[src/rtl/pc_unit_if.sv]
// rtl/pc_unit_if.sv - PC stage control inputs and fetch/status outputs.
interface pc_unit_if;
    logic [31:0] next_pc;
    logic        stall;
    logic        halt_req;
    logic        resume;
    logic [31:0] pc;
    logic [31:0] pc_plus4;
    logic        fetch_valid;
    logic        misaligned;
    logic [31:0] retired_count;
    logic [1:0]  state;

    modport master (
        output next_pc, stall, halt_req, resume,
        input  pc, pc_plus4, fetch_valid, misaligned, retired_count, state
    );

    modport slave (
        input  next_pc, stall, halt_req, resume,
        output pc, pc_plus4, fetch_valid, misaligned, retired_count, state
    );
endinterface

[src/rtl/pc_unit.sv]
// rtl/pc_unit.sv - program counter register with stall, halt/resume, misalignment fault and retire counter.
module pc_unit #(
    parameter logic [31:0] RESET_VECTOR = 32'h0000_0000
) (
    input  logic       clk,
    input  logic       rst_n,
    pc_unit_if.slave   bus
);
    typedef enum logic [1:0] {
        ST_BOOT  = 2'b00,
        ST_RUN   = 2'b01,
        ST_HALT  = 2'b10,
        ST_FAULT = 2'b11
    } state_t;

    state_t      state_q, state_d;
    logic [31:0] pc_q, pc_d;
    logic [31:0] retired_q, retired_d;
    logic        misaligned_q, misaligned_d;
    logic        fetch_valid_q, fetch_valid_d;

    always_comb begin
        state_d      = state_q;
        pc_d         = pc_q;
        retired_d    = retired_q;
        misaligned_d = misaligned_q;
        case (state_q)
            ST_BOOT: state_d = ST_RUN;
            ST_RUN: begin
                // halt beats stall beats fault beats update
                if (bus.halt_req) begin
                    state_d = ST_HALT;
                end else if (bus.stall) begin
                    state_d = ST_RUN;
                end else if (bus.next_pc[1:0] != 2'b00) begin
                    state_d      = ST_FAULT;
                    misaligned_d = 1'b1;
                end else begin
                    pc_d      = bus.next_pc;
                    retired_d = retired_q + 32'd1;
                end
            end
            ST_HALT: begin
                if (bus.resume && !bus.halt_req) begin
                    state_d = ST_RUN;
                end
            end
            default: state_d = ST_FAULT;
        endcase
        fetch_valid_d = (state_d == ST_RUN);
    end

    always_ff @(posedge clk) begin
        if (!rst_n) begin
            state_q       <= ST_BOOT;
            pc_q          <= RESET_VECTOR;
            retired_q     <= 32'd0;
            misaligned_q  <= 1'b0;
            fetch_valid_q <= 1'b0;
        end else begin
            state_q       <= state_d;
            pc_q          <= pc_d;
            retired_q     <= retired_d;
            misaligned_q  <= misaligned_d;
            fetch_valid_q <= fetch_valid_d;
        end
    end

    assign bus.pc            = pc_q;
    assign bus.pc_plus4      = pc_q + 32'd4;
    assign bus.fetch_valid   = fetch_valid_q;
    assign bus.misaligned    = misaligned_q;
    assign bus.retired_count = retired_q;
    assign bus.state         = state_q;
endmodule

[src/flat_wrapper.sv]
// flat-port wrapper written by rule: the top's interface ports become plain ports
module pc_unit_flat 
#(
    parameter logic [31:0] RESET_VECTOR = 32'h0000_0000
)
  (clk, rst_n, bus_next_pc, bus_stall, bus_halt_req, bus_resume, bus_pc, bus_pc_plus4, bus_fetch_valid, bus_misaligned, bus_retired_count, bus_state);
  pc_unit_if bus_i ();
  input  logic clk;
  input  logic rst_n;
  input wire logic [$bits(bus_i.next_pc)-1:0] bus_next_pc;
  input wire logic [$bits(bus_i.stall)-1:0] bus_stall;
  input wire logic [$bits(bus_i.halt_req)-1:0] bus_halt_req;
  input wire logic [$bits(bus_i.resume)-1:0] bus_resume;
  output wire logic [$bits(bus_i.pc)-1:0] bus_pc;
  output wire logic [$bits(bus_i.pc_plus4)-1:0] bus_pc_plus4;
  output wire logic [$bits(bus_i.fetch_valid)-1:0] bus_fetch_valid;
  output wire logic [$bits(bus_i.misaligned)-1:0] bus_misaligned;
  output wire logic [$bits(bus_i.retired_count)-1:0] bus_retired_count;
  output wire logic [$bits(bus_i.state)-1:0] bus_state;
  assign bus_i.next_pc = bus_next_pc;
  assign bus_i.stall = bus_stall;
  assign bus_i.halt_req = bus_halt_req;
  assign bus_i.resume = bus_resume;
  assign bus_pc = bus_i.pc;
  assign bus_pc_plus4 = bus_i.pc_plus4;
  assign bus_fetch_valid = bus_i.fetch_valid;
  assign bus_misaligned = bus_i.misaligned;
  assign bus_retired_count = bus_i.retired_count;
  assign bus_state = bus_i.state;
  pc_unit #(.RESET_VECTOR(RESET_VECTOR)) u_core (.clk(clk), .rst_n(rst_n), .bus(bus_i));
endmodule
[config.mk]
export PLATFORM = sky130hd
export DESIGN_NAME = pc_unit_flat
export DESIGN_NICKNAME = d
export VERILOG_FILES = /design/src/rtl/pc_unit_if.sv /design/src/rtl/pc_unit.sv /design/src/flat_wrapper.sv
export SDC_FILE = /design/constraint.sdc
export NUM_CORES = 1
export LEC_CHECK = 0
export CAP_MARGIN = 20
export CORE_ASPECT_RATIO = 1.5
export CORE_MARGIN = 5
export CORE_UTILIZATION = 26
export DETAILED_ROUTE_END_ITERATION = 12
export PLACE_DENSITY_LB_ADDON = 0.2
export RECOVER_POWER = 100
export SYNTH_ARGS = -nofsm -noshare
export SYNTH_HDL_FRONTEND = slang
export SYNTH_SLANG_ARGS = --single-unit
[constraint.sdc]
create_clock -name clk -period 2.8 [get_ports clk]
set_input_delay 0.42 -clock clk [delete_from_list [all_inputs] [get_ports clk]]
set_output_delay 0.42 -clock clk [all_outputs]
set_load 0.05 [all_outputs]
Yosys cells after proc, flatten, opt, wreduce, memory -nomap -nowiden
Index checks and enable logic that the tools add are counted.
Cells by class
  add/subtract/negate cells: 2
  multipliers: 0
  divide/modulo/power cells: 0
  order comparisons: 0
  equal/unequal tests: 3
  shifts and indexed selects: 0
  mux-type cells: 5
  bitwise operators: 3
  reduce and logical (&&, ||, !) cells: 6
Operator list (number)
  32-bit by 1-bit adder with 32-bit output (second input constant): 1
  32-bit by 3-bit adder with 32-bit output (second input constant): 1
  2-bit 2-to-1 mux: 4
  4-bit AND reduction: 2
  2-bit one-hot mux with 3 select lines: 1
  2-bit by 1-bit equality test with 1-bit output (second input constant): 2
  1-bit inverter: 3
  2-bit equality test (second input constant): 1
  2-bit zero test: 1
  2-bit nonzero test: 1
  1-bit logical AND: 1
  1-bit zero test: 1
Word-level totals
  flip-flop bits (word level): 68
  bits in latches: 0
  memory bits (writable): 0
  ROM bits: 0
  bits of input ports: 37
  memories: 0

Depth between registers and ports, before layout
  word-level depth: 6
  depth in mapped cells: 6

Worst setup path before layout
Ideal clock, no wire load.
  path kind: reg2out
  start point: register u_core.pc_q[2] (netlist: u_core.bus.pc[2])
  end point: output bus_pc_plus4[24]
  arrival: 2.607 ns
  path slack: -0.227 ns
  cell stages (with the launch flop): 7
  cells stage by stage: dfxtp_1 ha_1 and2_1 nor4bb_1 clkbuf_1 nand4_1 xnor2_1
On the way
  cells in the longest elaborated chain, start to end: 1
Ends and longest elaborated chain
  from (decl): line pc_unit.sv:17  | logic [31:0] pc_q, pc_d;
  from (signal assigned): line pc_unit.sv:62  | pc_q <= pc_d;
  32-bit by 3-bit adder with 32-bit output: line pc_unit.sv:70  | assign bus.pc_plus4 = pc_q + 32'd4;
  to (decl): line flat_wrapper.sv:15  | output wire logic [$bits(bus_i.pc_plus4)-1:0] bus_pc_plus4;
Every way passes these cells.

Worst setup path after layout
  start point: register u_core.pc_q[2] (netlist: u_core.bus.pc[2])
  end point: output bus_pc_plus4[6]
Same word-level chain as after synthesis.

==> results.json <==
{
  "outcome": "finished, final reports clean",
  "finalInstanceArea_sq_mm": 0.00541,
  "initial_core_util": 0.262,
  "die_y_um": 149,
  "critPathMaxFanout": 5,
  "power_leakage_nw": 2.05,
  "cp-end-kind": "primary output",
  "drtIter0Drc": 87,
  "ys_warn_count": 0,
  "fmax_mhz": 384,
  "dp_hpwl_mm": 8.47,
  "fin_util": 0.422,
  "p_int_w": 0.00187,
  "antenna_found_initial": 0,
  "synthFlopType": "dfxtp_1",
  "grt_max_degree": 41,
  "dp_slack_ns": 0.379,
  "synth_area_sq_mm": 0.00336,
  "yosys.cell_types.count": 39,
  "cts.repair.resized": 0,
  "clkTransAtPathRegs_ns": 0.06,
  "setup_tns_ns": 0,
  "ir_drop_uv": 259,
  "grt_pass1_vias": 3359,
  "htreeDepth": 3,
  "cts_tree": "yes",
  "postPlaceCellArea_sq_mm": 0.00524,
  "ys_ff_latch": 68,
  "grt_use_total": 0.143,
  "seq_area_sq_mm": 0.00136,
  "fin_crit_sh": 0.931,
  "place_congestion": 0.770,
  "crit_path_start_kind": "flop",
  "diodes": 0,
  "cap_violations": 0,
  "synth_fp_nets": 460,
  "cts_buffer_depth": 2,
  "firstDrtPassIters": 4,
  "avgSynthCellArea_sq_um": 7.99,
  "synthCells": 421,
  "routed_wl_mm": 11.1,
  "grt_pass1_wl_mm": 17.4,
  "io_pins": 137,
  "synth_edf_count": 0,
  "combinationalPowerShare": 0.079,
  "ant_nets": 0,
  "areaGrowthSynthToFinish_pct": 60.9,
  "vias_per_cell": 5.04,
  "insertion_delay_ns": 0.33,
  "post_cts_buffers": 0,
  "p_sw_frac": 0.222,
  "dieWidth_um": 103,
  "hold_path_class": "flop to flop",
  "setup_slack_ns": 0.194,
  "p_switching_w": 0.000533,
  "rsz0062_at_grt": "false",
  "power_frac_seq": 0.413,
  "cts_hold_buf": 0,
  "fillers": 1301,
  "ys_seq_area_frac": 0.405,
  "vias": 3618,
  "cts-root-buf": "clkbuf_16",
  "worst_clock_skew_ns": 0.00629,
  "fin_crit_ns": 2.61,
  "dieArea_sq_mm": 0.0154,
  "finalSetupViolCount": 0,
  "final-hold-violation-count": 0,
  "cts_sinks": 68,
  "overflow": 0,
  "cp.arrival_ns": 2.19,
  "core_sq_mm": 0.0128,
  "critPathKind": "flop to primary output",
  "slew_headroom": 0.0177,
  "portBuffers": 136,
  "tightestPinTransition_ns": 1.47,
  "drive_gt1_frac": 0.0966,
  "final_nets": 593,
  "slew_viol_final": 0,
  "multiInputGateArea_sq_mm": 0.00189,
  "remaining_drc_errors": 0,
  "cts_buffers": 9,
  "powerDensity_mw_per_mm2": 443,
  "synthArstFlopShare": 0,
  "cp_data_required_time_ns": 2.38,
  "row_count": 51,
  "wl_per_cell_um": 15.5,
  "p_clk_frac": 0.508
}
==> synthesized netlist by cell type, types with 2 or more instances <==
library cell	number	area share
o21ai_0	6	0.0089
and2_1	4	0.0074
nor3_1	4	0.0060
ha_1	2	0.0074
dfxtp_1	68	0.40
inv_1	6	0.0067
or4_1	16	0.036
nand2_1	81	0.090
and3_1	8	0.015
nor4_1	4	0.0074
buf_2	4	0.0060
clkbuf_1	19	0.021
nand4_1	19	0.035
and4_1	9	0.023
xnor2_1	26	0.068
nor2_1	15	0.017
xor2_1	9	0.023
nand3_1	23	0.034
a21oi_1	56	0.083
o31ai_1	17	0.038
buf_4	2	0.0045
or3_1	6	0.011
==> critical path, stage by stage (launching register included) <==
cell	delay, ns
dfxtp_1	0.38
ha_1	0.19
and2_1	0.25
nand2_1	0.09
xnor2_1	0.13
clkdlybuf4s50_1	0.82
==> layer usage <==
layer,vias to the layer above,routed length [um],track usage,share of wire
li1,1779,-,-,-
met1,1720,4530,0.167,0.41
met2,108,5700,0.251,0.51
met3,11,745,0.0346,0.067
met4,0,153,0.0518,0.014
met5,-,0,0,0
==> per-stage QoR <==
stage	total power, W	cells	hold WS, ns
after floorplan	0.00110	421	0.530
after global placement	0.00121	702	0.471
after detailed placement	0.00121	702	0.481
after CTS	0.00245	718	0.493
after global routing	0.00250	718	0.504
final	0.00240	718	0.480
==> power by group through the flow <==
stage / sequential, W / combinational [W] / clock (W)
5_1_grt: 0.000991 / 0.000200 / 0.00131
3_3_place_gp: 0.00101 / 0.000200 / 0
3_5_place_dp: 0.00101 / 0.000201 / 0
4_1_cts: 0.000991 / 0.000201 / 0.00126
6_report: 0.000990 / 0.000190 / 0.00122
2_1_floorplan: 0.00104 / 0.0000604 / 0
==> logic make-up (layout without fill, tap and decap cells) <==
kind of cell | count (synthesis) | count (layout) | share of synthesized area
simple gates | 200 | 200 | 0.314
buf+inv | 32 | 170 | 0.0394
flops | 68 | 68 | 0.405
compound gates | 83 | 83 | 0.140
fa+ha+maj | 2 | 2 | 0.00744
xor+xnor | 35 | 35 | 0.0911
mux | 1 | 1 | 0.00298
==> cell type report <==
class | count | share of cell area
repair buffers | 147 | 0.298
well taps | 159 | 0.0368
clock buffers | 10 | 0.0442
clock inverters | 6 | 0.0162
flip-flops and latches | 68 | 0.252
inverters | 7 | 0.00486
multi-input cells | 321 | 0.349
==> final timing paths <==
check                                           start                           end  slack, ns  cells after the start
worst min register to register  u_core.bus.misaligned         u_core.bus.misaligned       0.48                      2
worst max register to register    u_core.bus.state[0]  u_core.bus.retired_count[30]       0.53                      5
worst min-delay path            u_core.bus.misaligned         u_core.bus.misaligned       0.48                      2
worst max-delay path                 u_core.bus.pc[2]               bus_pc_plus4[6]       0.19                      5
==> state kept, by name, indices dropped and copies added, names as in the netlist <==
name                      count
u_core.bus.pc                32
u_core.bus.retired_count     32
u_core.bus.state              2
u_core.bus.fetch_valid        1
u_core.bus.misaligned         1
==> layout by cell type (no fill, tap or decap), drive strengths merged <==
cell type and count:
bufinv 2, nor4bb 1, clkinvlp 3, and4 9
or2 1, nor2b 1, o31ai 17, dfxtp 68
mux2i 1, xnor2 26, xor2 9, or4 16
nor4 4, ha 2, nand2b 1, and3 8
o21ai 6, nand2 81, inv 7, dlygate4sd3 77
nand4b 1, buf 26, o21bai 1, or4b 1
a21oi 56, o32a 1, nor3b 1, nor3 4
nor2 15, clkbuf 18, and2 5, clkdlybuf4s50 36
nand3 23, nand3b 1, nor4b 1, a21boi 1
or3 6, nand4 20, clkinv 1, a221oi 1
No activity file was read; power rests on OpenSTA's default activity.
